**config.mk**
```make
export PLATFORM = sky130hd
export DESIGN_NAME = rs_pulse_gen
export DESIGN_NICKNAME = d
export VERILOG_FILES = /design/src/rtl/rs_pulse_gen.sv
export SDC_FILE = /design/constraint.sdc
export NUM_CORES = 1
export LEC_CHECK = 0
export ABC_AREA = 1
export BUFFER_PORTS_ARGS = -buffer_cell sky130_fd_sc_hd__buf_2
export CAP_MARGIN = 20
export CELL_PAD_IN_SITES_DETAIL_PLACEMENT = 0
export CELL_PAD_IN_SITES_GLOBAL_PLACEMENT = 1
export CORE_MARGIN = 2
export CORE_UTILIZATION = 40
export DETAILED_ROUTE_END_ITERATION = 8
export PLACE_DENSITY_LB_ADDON = 0.15
export SYNTH_ARGS = -nofsm -noshare
export SYNTH_HDL_FRONTEND = slang
export SYNTH_SLANG_ARGS = --single-unit
```
**constraint.sdc**
```tcl
create_clock -name clk_i -period 2.75 [get_ports clk_i]
set_input_delay 0.275 -clock clk_i [delete_from_list [all_inputs] [get_ports clk_i]]
set_output_delay 0.275 -clock clk_i [all_outputs]
set_load 0.01 [all_outputs]
```
**src/rtl/rs_pulse_gen.sv**
```systemverilog
// ---------------------------------------------------------------------------
// rs_pulse_gen
//
// Purpose:
//   On each accepted start request, emits a train of N one-cycle pulses.
//   Consecutive pulses are separated by G low cycles, so the pulse period is
//   G+1. When the last pulse ends, the block raises a one-cycle done strobe.
//   An abort cancels the current train at once. A synchronous reset also
//   cancels it, with no completion strobe.
//
// Parameters:
//   DATA_WIDTH - width of the pulse-count field (cnt_i) and of rem_o
//   GAP_WIDTH  - width of the inter-pulse gap field (gap_i)
//
// Ports:
//   clk_i          in   clock, all state changes on the rising edge
//   rst_i          in   synchronous active-high reset
//   start_valid_i  in   start request valid
//   start_ready_o  out  block can accept a request this cycle
//   cnt_i          in   number of pulses N, sampled on handshake
//   gap_i          in   low cycles G between pulses, sampled on handshake
//   abort_i        in   cancel the current train
//   pulse_o        out  generated pulse, high for one cycle per pulse
//   busy_o         out  train in progress
//   rem_o          out  pulses not yet started (current pulse included)
//   done_o         out  one-cycle train-complete strobe
//   irq_clr_i      in   clears irq_o
//   irq_o          out  sticky completion flag
//
// Configuration:
//   RS_PULSE_GEN_IRQ_EN - when this macro is defined, irq_o is a sticky
//   flag. It is set by done_o and cleared by irq_clr_i. A set wins over a
//   clear in the same cycle. When the macro is not defined, irq_o is tied
//   low and irq_clr_i is ignored.
// ---------------------------------------------------------------------------
module rs_pulse_gen #(
  parameter int DATA_WIDTH = 8,
  parameter int GAP_WIDTH  = 8
) (
  input  logic                  clk_i,
  input  logic                  rst_i,
  input  logic                  start_valid_i,
  output logic                  start_ready_o,
  input  logic [DATA_WIDTH-1:0] cnt_i,
  input  logic [GAP_WIDTH-1:0]  gap_i,
  input  logic                  abort_i,
  output logic                  pulse_o,
  output logic                  busy_o,
  output logic [DATA_WIDTH-1:0] rem_o,
  output logic                  done_o,
  input  logic                  irq_clr_i,
  output logic                  irq_o
);

  typedef enum logic [1:0] {
    IDLE  = 2'd0,
    PULSE = 2'd1,
    GAP   = 2'd2
  } state_t;

  state_t                state_q, state_d;
  logic [DATA_WIDTH-1:0] rem_q, rem_d;
  logic [GAP_WIDTH-1:0]  gap_len_q, gap_len_d;
  logic [GAP_WIDTH-1:0]  gap_cnt_q, gap_cnt_d;
  logic                  done_q, done_d;
  logic                  handshake;

  // The reset term keeps ready, pulse and busy low during the reset cycle.
  // Without it, a train in flight would still show up on the outputs until
  // the reset edge clears the state.
  assign start_ready_o = (state_q == IDLE) & ~abort_i & ~rst_i;
  assign handshake     = start_valid_i & start_ready_o;
  assign pulse_o       = (state_q == PULSE) & ~rst_i;
  assign busy_o        = (state_q != IDLE) & ~rst_i;
  assign rem_o         = rem_q;
  assign done_o        = done_q;

  always_ff @(posedge clk_i) begin
    if (rst_i) begin
      state_q   <= IDLE;
      rem_q     <= '0;
      gap_len_q <= '0;
      gap_cnt_q <= '0;
      done_q    <= 1'b0;
    end else begin
      state_q   <= state_d;
      rem_q     <= rem_d;
      gap_len_q <= gap_len_d;
      gap_cnt_q <= gap_cnt_d;
      done_q    <= done_d;
    end
  end

  // Abort is checked before the state case. This gives it priority over a
  // completion in the same cycle, so no done strobe follows an abort.
  // rem counts down at the end of each pulse cycle. The last pulse is the
  // one that starts with rem == 1. The "<= 1" test also covers rem == 0,
  // so rem can never wrap below zero.
  always_comb begin
    state_d   = state_q;
    rem_d     = rem_q;
    gap_len_d = gap_len_q;
    gap_cnt_d = gap_cnt_q;
    done_d    = 1'b0;

    if (abort_i) begin
      state_d   = IDLE;
      rem_d     = '0;
      gap_cnt_d = '0;
    end else begin
      case (state_q)
        IDLE: begin
          if (handshake) begin
            rem_d     = cnt_i;
            gap_len_d = gap_i;
            if (cnt_i == '0) begin
              done_d = 1'b1;
            end else begin
              state_d = PULSE;
            end
          end
        end

        PULSE: begin
          if (rem_q <= DATA_WIDTH'(1)) begin
            rem_d   = '0;
            state_d = IDLE;
            done_d  = 1'b1;
          end else begin
            rem_d = rem_q - DATA_WIDTH'(1);
            if (gap_len_q == '0) begin
              state_d = PULSE;
            end else begin
              state_d   = GAP;
              gap_cnt_d = gap_len_q;
            end
          end
        end

        // gap_cnt is loaded with G on entry. The GAP state therefore lasts
        // exactly G cycles. It leaves when the count is on its final cycle.
        GAP: begin
          if (gap_cnt_q <= GAP_WIDTH'(1)) begin
            gap_cnt_d = '0;
            state_d   = PULSE;
          end else begin
            gap_cnt_d = gap_cnt_q - GAP_WIDTH'(1);
          end
        end

        default: begin
          state_d   = IDLE;
          rem_d     = '0;
          gap_cnt_d = '0;
        end
      endcase
    end
  end

`ifdef RS_PULSE_GEN_IRQ_EN
  logic irq_q;

  // The flag is set from the registered done strobe. A clear that arrives
  // in the same cycle as done_o is therefore overridden by the set.
  always_ff @(posedge clk_i) begin
    if (rst_i) begin
      irq_q <= 1'b0;
    end else if (done_q) begin
      irq_q <= 1'b1;
    end else if (irq_clr_i) begin
      irq_q <= 1'b0;
    end
  end

  assign irq_o = irq_q;
`else
  logic unused_irq_clr;

  assign unused_irq_clr = irq_clr_i;
  assign irq_o          = 1'b0;
`endif

endmodule

```
## Yosys cells after proc, flatten, opt, wreduce, memory -nomap -nowiden

Cells that the tools add are included.

- Input port bits: 21
- Bits in registers: 27
- Logic and storage cells: 51

- Add/sub/neg operators: 2
- Reduce and logical (&&, ||, !) cells: 9
- Bitwise operators: 9
- Order comparisons: 2
- Equal/unequal tests: 7
- Mux-type cells: 17

Operators by type and width:

| cell | number |
|---|---|
| $pmux W8 S3 | 2 |
| $mux W8 | 5 |
| $le A8 B1 Y1 const B | 2 |
| $logic_not A8 Y1 | 2 |
| $sub A8 B1 Y8 const B | 2 |
| $mux W2 | 5 |
| $ne A2 B2 Y1 const B | 5 |
| $reduce_and A3 Y1 | 3 |
| $pmux W2 S3 | 1 |
| $and A1 B1 Y1 | 5 |
| $not A1 Y1 | 4 |
| $mux W1 | 3 |
| $eq A2 B1 Y1 const B | 1 |
| $eq A2 B2 Y1 const B | 1 |
| $logic_not A2 Y1 | 1 |
| $pmux W1 S2 | 1 |
| $reduce_and A2 Y1 | 1 |
| $reduce_bool A2 Y1 | 1 |
| $reduce_or A2 Y1 | 1 |

## Logic depth before layout (Yosys ltp)

Gate-level depths: netlist (run 1).

- Depth in word-level cells: 6
- Gate-level depth with buffers: 12
- Gate-level depth less buffers: 11

## Worst setup path after synthesis (run 1)

OpenSTA, ideal clock, no wires.

- Path type: reg-to-reg
- From: register rem_q[0] (netlist: rem_o[0])
- To: register gap_cnt_q[0]
- Setup time: 0.070 ns
- Path slack: 1.235 ns
- Data arrival time: 1.445 ns
- Cell stages (with the launch flop): 10
- Period minus slack after synthesis: 1.515 ns
- Required time: 2.680 ns
- Path through: dfxtp_1 -> inv_1 -> ha_1 -> nor2_1 -> nor2_1 -> nand3_2 -> nand3_2 -> nor2_4 -> nand2_1 -> a21oi_1

- Cells in the longest elaborated chain, start to end: 3

RTL lines:

| what | RTL line | RTL |
|---|---|---|
| start: declaration | 62 | `logic [DATA_WIDTH-1:0] rem_q, rem_d;` |
| start signal: assignment | 87 | `rem_q <= rem_d;` |
| $le A8 B1 Y1 | 125 | `if (rem_q <= DATA_WIDTH'(1)) begin` |
| $ne A2 B2 Y1 (no source line) | n/a |  |
| $reduce_and A3 Y1 (no source line) | n/a |  |
| end signal: assignment | 89 | `gap_cnt_q <= gap_cnt_d;` |
| end: declaration | 64 | `logic [GAP_WIDTH-1:0] gap_cnt_q, gap_cnt_d;` |

Every way passes these cells.
A chain may end at the register's enable or synchronous reset.

## Worst setup path after layout (run 1)

- From: register state_q[1]
- To: register rem_q[6] (netlist: rem_o[6])

- Cells in the longest elaborated chain, start to end: 6
- Elaborated cells between the ends (all ways): 10

RTL lines:

| what | RTL line | RTL |
|---|---|---|
| start: declaration | 61 | `state_t state_q, state_d;` |
| start signal: assignment | 86 | `state_q <= state_d;` |
| $logic_not A2 Y1 | 71, 111 |  |
| $and A1 B1 Y1 (2 in series) | 71 | `assign start_ready_o = (state_q == IDLE) & ~abort_i & ~rst_i;` |
| $and A1 B1 Y1 | 72 | `assign handshake = start_valid_i & start_ready_o;` |
| $ne A2 B2 Y1 (no source line) | n/a |  |
| $reduce_and A2 Y1 (no source line) | n/a |  |

Several ways; a longest one is shown, not always the timed one.

==> flow_summary.ini, run 1 <==
[worst_setup_path]
worstSetupStartpointType = flop
crit_type = flop to flop
arrival_ns = 2.19
cp_cell_sequence = inv_1 > ha_1 > inv_4 > nor2_4 > nand2_4 > nand2_2 > nand2_2 > inv_1 > nand2_1 > nor2_1 > nor2_1
crit_family = simple AND/OR/NAND/NOR gates
reg2reg_from = state_q[1]
startpoint = state_q[1]
endpoint_kind = flop
max_stage_delay_ns = 0.45
cp.required_ns = 2.93
cp_num_buf_inv = 3
worstPathMaxFanout = 11
cp_slowest_cell = ha_1

[timing]
setup_violations = 0
skew_ns = 0.00732
fmax_ghz = 0.497
final.min_clock_period_ns = 2.01
fin_crit_sh_pct = 73.1
final.setup.tns_ns = 0
rsz0062_at_grt = false
slew_violations = 0
final_hold_viol_count = 0

[detailed_routing]
drt-vias-per-instance = 4.74
wl_per_cell_um = 11.6
first_pass_iters = 6
initialDrtViolationCount = 104
ant_nets = 0
vias = 1669
drc_errors = 0
drt_wl_total_um = 4080

[worst_hold_path]
hold_class = input port to flop
worstHoldStart = gap_i[4]

[status]
status = completed

[grt]
track_usage_pct = 16.7
antenna_found_initial = 0
grt_start_max_net_pins = 17
grt-ovfl-total = 0
grt_pass1_vias = 1421
grt_pass1_wl_um = 6660

[clock_tree]
post-cts-setup-buffers = 0
cts_root_buffer = clkbuf_8
ctsHoldBuffers = 0
numCtsBuffers = 3
ctsResizeCount = 0
cts_tree = done
htreeDepth = 1
clock_path_buffers = 2
clock_latency_ns = 0.29
clk_pin_slew_worst_paths_ns = 0.11
clkSinkCount = 27

[final_layout]
insertedDiodeCount = 0
fillers = 431
drive_above_1_share_pct = 15.6
nNetsFinal = 332
final_util_pct = 47.8
syn_to_final_growth_pct = 13.1

[synth]
synth_common_cells = 80 x nand2_1, 39 x nor2_1, 34 x inv_1
syn-instance-count = 273
synth_seq_area_share_pct = 31.6
avgSynthCellArea_um2 = 6.27
yosysTopAreaCell = dfxtp_1
ys.warnings.count = 0
syn_nets = 302
synth_ff_type = dfxtp_1
ys_seq_elements = 27
synth_edf_count = 0
synthTopCellsByArea = dfxtp_1 32%, nand2_1 18%, nor2_1 8.5%
netlist_area_um2 = 1710
yosysTopAreaCellShare_pct = 31.6
synth_most_common_cell = nand2_1
synth.distinct_cells = 27
synth-async-reset-ratio_pct = 0

[pwr]
leakagePower_uw = 0.000918
peakVddDrop_mv = 0.219
powerDensity_nw_per_um2 = 438

[die]
num_rows = 23
start_util_pct = 42.2
die_h_um = 69.4
core-area_um2 = 4060
die_area_um2 = 4820
dieWidth_um = 69.4
pin_count = 34

[place]
io_buffers = 31
place_congestion = 0.779
hpwl_um = 3030

[job]
cap_violations = 0
-- flip-flops by register name, summed over array words and instances, names as in the netlist --
| register | flops |
|---|---|
| rem_o | 8 |
| gap_len_q | 8 |
| state_q | 2 |
| gap_cnt_q | 8 |
| done_o | 1 |
-- worst min-delay path, cell delays in order --
cell and delay [ns]:
buf_2 0.09, nand2_1 0.05, a21oi_1 0.05
-- cell type report --
class	count	area [µm²]	area share (%)
inverter	36	138	7.10
multi-input combinational	204	993	51.3
sequential	27	541	27.9
clock inverter	1	7.51	0.387
tap	50	62.6	3.23
timing repair buffer	31	155	8.01
clock buffer	3	41.3	2.13
-- cells by family (layout without fill, tap and decap cells) --
kind of cell / after synthesis / count (layout) / synth area share (%)
xor gates and xnor gates: 4 / 4 / 2.05
and+or+nand+nor: 144 / 144 / 35.8
other: 1 / 1 / 0.219
DFF: 27 / 27 / 31.6
AOI/OAI and AO/OA: 47 / 47 / 14.1
adders and majority gates: 8 / 8 / 5.84
buffers and inverters: 42 / 71 / 10.4
-- metal layers --
layer / up-vias / part of all wire [%] / global-route usage [%]
li1: 910 / - / -
met1: 712 / 56 / 27.5
met2: 42 / 39 / 21.7
met3: 5 / 3.9 / 2.62
met4: 0 / 1.1 / 4.58
met5: - / 0 / 0
-- cell usage in the layout, fill, tap and decap left out --
master	instances
nand2_2	2
o21ai_0	13
o21ai_2	1
nor2_4	2
inv_4	1
nand2_4	2
xnor2_1	2
nand3_2	2
ha_1	8
o21ai_1	3
nor2_1	39
clkbuf_8	3
xor2_1	2
nand2_1	80
clkinvlp_4	1
a21oi_1	28
nor2_2	1
nand4_1	1
clkinv_1	1
buf_2	31
dfxtp_1	27
nor3_1	1
or2_2	1
inv_1	34
o22ai_1	2
conb_1	1
nand3_1	13
-- power breakdown --
part	total [µW]	internal [µW]	switching [µW]
sequential	417	404	12.8
clock	248	103	144
combinational	185	65.0	120
total	849	572	277
-- final timing paths --
check                       to  slack, ns  cells after the start
setup / recovery      rem_o[6]       0.74                     11
hold / removal    gap_len_q[4]       0.22                      3
setup reg to reg      rem_o[6]       0.74                     11
hold reg to reg   gap_len_q[1]       0.49                      2
-- stage by stage --
step	instances	total power, µW	area, µm²	hold WS, ns	setup WS (ns)
2_1_floorplan	273	561	1710	0.420	1.23
3_3_place_gp	348	609	1890	0.472	0.781
3_5_place_dp	348	609	1890	0.474	0.753
4_1_cts	352	848	1940	0.219	0.740
5_1_grt	352	896	1940	0.218	0.551
6_report	352	849	1940	0.219	0.739
Note: power is estimated with default switching activity, not from simulation.
==> inputs of run 2 (changes only) <==
- CORE_UTILIZATION: 40 -> 34
- clock period: 2.75 -> 1.8 ns (I/O delays scaled with it)
==> flow_summary.ini, run 2 (synthesis results as in run 1) <==
[worst_setup_path]
endpoint_kind = flop
cp.required_ns = 1.98
arrival_ns = 1.80
crit_type = flop to flop
worstSetupStartpointType = flop
worstPathMaxFanout = 10

[clock_tree]
clk_pin_slew_worst_paths_ns = 0.10
cts_root_buffer = clkbuf_8
cts_tree = done
htreeDepth = 1
clock_latency_ns = 0.27
clock_path_buffers = 2
ctsHoldBuffers = 0
post-cts-setup-buffers = 0
numCtsBuffers = 3
clkSinkCount = 27

[grt]
grt_start_max_net_pins = 17
antenna_found_initial = 0
track_usage_pct = 16.2
grt_pass1_vias = 1513
grt-ovfl-total = 0
grt_pass1_wl_um = 7070

[die]
die_area_um2 = 5620
pin_count = 34
start_util_pct = 35.8
core-area_um2 = 4790
num_rows = 25
dieWidth_um = 75.0
die_h_um = 75.0

[pwr]
p_sw_share_pct = 31.7
peakVddDrop_mv = 0.316
power.total_uw = 1300
pwr-share-seq_pct = 49.0
intPower_uw = 886
powerDensity_nw_per_um2 = 646
switchingPower_uw = 412
leakagePower_uw = 0.000944
p_clk_share_pct = 28.2
comb_power_share_pct = 22.9

[detailed_routing]
ant_nets = 0
initialDrtViolationCount = 97
wl_per_cell_um = 11.0
drt_wl_total_um = 4130
drc_errors = 0
drt-vias-per-instance = 4.50
vias = 1683
first_pass_iters = 4

[timing]
fmax_ghz = 0.617
slew_violations = 0
final.setup.tns_ns = 0
final_hold_viol_count = 0
final.min_clock_period_ns = 1.62
rsz0062_at_grt = false
setup_violations = 0
fin_crit_sh_pct = 90.0
skew_ns = 0.00237

[final_layout]
syn_to_final_growth_pct = 17.4
final_cell_mix = 79 x nand2_1, 39 x nor2_1, 34 x inv_1, 31 x buf_2, 28 x a21oi_1
drive_above_1_share_pct = 17.9
insertedDiodeCount = 0
layout_commonest_cell = nand2_1
nNetsFinal = 337

[place]
place_congestion = 0.805
hpwl_um = 3160
io_buffers = 31

[worst_hold_path]
hold_class = input port to flop

[status]
status = completed

[job]
cap_violations = 0
run 2: worst paths after layout:
check	from	to	slack, ns	cells past startpoint
worst max-delay path	state_q[0]	rem_o[5]	0.18	10
worst min-delay path	gap_i[2]	gap_len_q[2]	0.14	3
worst max register to register	state_q[0]	rem_o[5]	0.18	10
worst min register to register	gap_cnt_q[1]	gap_cnt_q[1]	0.49	2
run 2: layout make-up:
| type | instances | area, µm² |
|---|---|---|
| Clock inverter | 1 | 7.51 |
| Multi-Input combinational cell | 204 | 1010 |
| Fill cell | 568 | 2780 |
| Timing Repair Buffer | 36 | 193 |
| Inverter | 36 | 138 |
| Clock buffer | 3 | 41.3 |
| Tap cell | 67 | 83.8 |
| Sequential cell | 27 | 542 |
run 2: per-stage QoR:
stage | cell area [µm²] | cells | worst slack, ns | hold WS [ns] | util (%)
2_1_floorplan | 1710 | 273 | 0.285 | 0.325 | -
3_3_place_gp | 1950 | 370 | 0.163 | 0.430 | 40.7
3_5_place_dp | 1950 | 370 | 0.157 | 0.436 | 40.7
4_1_cts | 2000 | 374 | 0.134 | 0.131 | 41.7
5_1_grt | 2010 | 374 | 0.000157 | 0.131 | 42.0
6_report | 2010 | 374 | 0.180 | 0.139 | 42.0
run 2: power groups by stage:
stage	Sequential [µW]	Combinational [µW]	Clock, µW
CTS	637	296	380
floorplan	651	207	0
global route	640	340	408
global placement	650	296	0
finish	636	297	366
detailed placement	650	295	0
run 2: routing by layer:
layer  wire (µm)  part of all wire, %  GRT usage, %
met1        2280                   55          25.9
met2        1700                   41          22.9
met3         127                  3.1          2.01
met4          18                 0.44          3.57
met5           0                    0             0
run 2: critical path, stage by stage, from the launching register on:
cell	delay, ns
dfxtp_1	0.34
inv_1	0.11
ha_1	0.23
inv_4	0.07
nor2_4	0.13
nand2_4	0.10
nand2_2	0.09
nand2_2	0.05
buf_4	0.17
a21oi_1	0.14
a21oi_1	0.08
run 2: what timing repair did:
action | 4_1_cts | 5_1_grt
hold endpoints to repair | 0 | 0
gates resized for setup | 0 | 4
endpoints found under the setup margin | 0 | 11
==> inputs of run 3 (changes only) <==
- SETUP_SLACK_MARGIN: default -> 0.5
==> flow_summary.ini, run 3 (synthesis results as in run 1) <==
[die]
pin_count = 34
die_area_um2 = 5620
die_h_um = 75.0
start_util_pct = 35.8
dieWidth_um = 75.0
num_rows = 25
core-area_um2 = 4790

[grt]
grt_pass1_vias = 1710
grt-ovfl-total = 0
antenna_found_initial = 0
use_met3_pct = 3.08
top_usage_layer = met2
grt_start_max_net_pins = 17
grt_pass1_wl_um = 8010
grt_use_met2_pct = 27.7
track_usage_pct = 18.7
grt_use_met1_pct = 27.7

[timing]
fmax_ghz = 0.682
finalHoldWorstSlack_ns = 0.126
rsz0062_at_grt = true
setup_ws_ns = 0.334
final.setup.tns_ns = 0
setup_violations = 0
final_hold_viol_count = 0
fin_crit_sh_pct = 81.5
slew_violations = 0
skew_ns = 0.00769
final.min_clock_period_ns = 1.47

[place]
io_buffers = 31
dpl.cell_count = 374
pre_cts_ws_ns = 0.283
place_congestion = 0.821
hpwl_um = 3270

[status]
status = completed

[worst_setup_path]
crit_type = flop to flop
worstPathMaxFanout = 8
worst_r2r_path_depth = 9
cp-endpoint = gap_cnt_q[2]
startpoint = rem_o[0]
endpoint_kind = flop
reg2reg_from = rem_o[0]
arrival_ns = 1.69
cp.required_ns = 2.02
rrSetupSlack_ns = 0.33
worstSetupStartpointType = flop
r2r-end = gap_cnt_q[2]

[final_layout]
layout_commonest_cell = nand2_1
insertedDiodeCount = 0
regArea_um2 = 556
final_cell_mix = 75 x nand2_1, 31 x nor2_1, 30 x buf_2, 24 x buf_4, 23 x inv_1
nNetsFinal = 364
fillers = 503
multi_input_area_um2 = 1250
syn_to_final_growth_pct = 48.4
final_cells = 401
drive_above_1_share_pct = 40.7

[clock_tree]
cts_root_buffer = clkbuf_8
clock_latency_ns = 0.28
numCtsBuffers = 3
cts_tree = done
ctsHoldBuffers = 0
clk_pin_slew_worst_paths_ns = 0.10
clkSinkCount = 27
clock_path_buffers = 2
htreeDepth = 1

[detailed_routing]
drt-vias-per-instance = 4.60
wl_per_cell_um = 12.3
drt_wl_total_um = 4920
first_pass_iters = 4
vias = 1845
initialDrtViolationCount = 71
drc_errors = 0
ant_nets = 0

[pwr]
peakVddDrop_mv = 0.291
leakagePower_uw = 0.00114
powerDensity_nw_per_um2 = 578

[job]
cap_violations = 0

[worst_hold_path]
hold_class = input port to flop
==> run 3: what timing repair did <==
| item | 4_1_cts | 5_1_grt |
|---|---|---|
| resized for setup | 63 | 20 |
| buffers inserted | 21 | 2 |
| cloned | 0 | 0 |
| pin swaps | 32 | 6 |
| setup endpoints to repair | 30 | 30 |
==> run 3: how the worst min path moves through the flow <==
stage,startpoint,end,slack (ns),cells after the start
floorplan,gap_i[0],gap_len_q[0],0.32,2
global placement,gap_i[5],gap_len_q[5],0.43,3
detailed placement,gap_i[5],gap_len_q[5],0.44,3
CTS,gap_i[5],gap_len_q[5],0.12,3
global route,gap_i[0],gap_len_q[0],0.13,3
finish,gap_i[4],gap_len_q[4],0.13,3
==> run 3: metal layers <==
metal	routed length, µm	share of wire, %
met1	2550	52
met2	2090	42
met3	205	4.2
met4	70	1.4
met5	0	0
==> run 3: where the power goes <==
part	switching [µW]	leakage [µW]	internal [µW]
registers	24.6	0.000222	616
logic	255	0.000893	206
clock network	208	0.0000260	159
==> run 3: cell type report <==
type	instances	share of cell area, %
inverter	36	6.50
sequential	27	21.9
tap	67	3.30
clock buffer	3	1.62
timing repair buffer	63	17.1
clock inverter	1	0.246
multi-input combinational	204	49.3
==> run 3: per-stage QoR <==
stage	cell area (µm²)	power [µW]	util [%]
finish	2540	1470	53.1
CTS	2460	1450	51.5
global placement	2030	973	42.5
detailed placement	2030	974	42.5
global route	2540	1550	53.1
floorplan	1770	878	-
==> run 3: critical path: stages, from the launching register on <==
cell and delay (ns):
dfxtp_4 0.39, inv_4 0.04, ha_4 0.15, nor2_2 0.13
nor2_2 0.07, nand3_2 0.11, nand3_4 0.09, nor2_4 0.20
nand2_1 0.10, a21oi_2 0.11
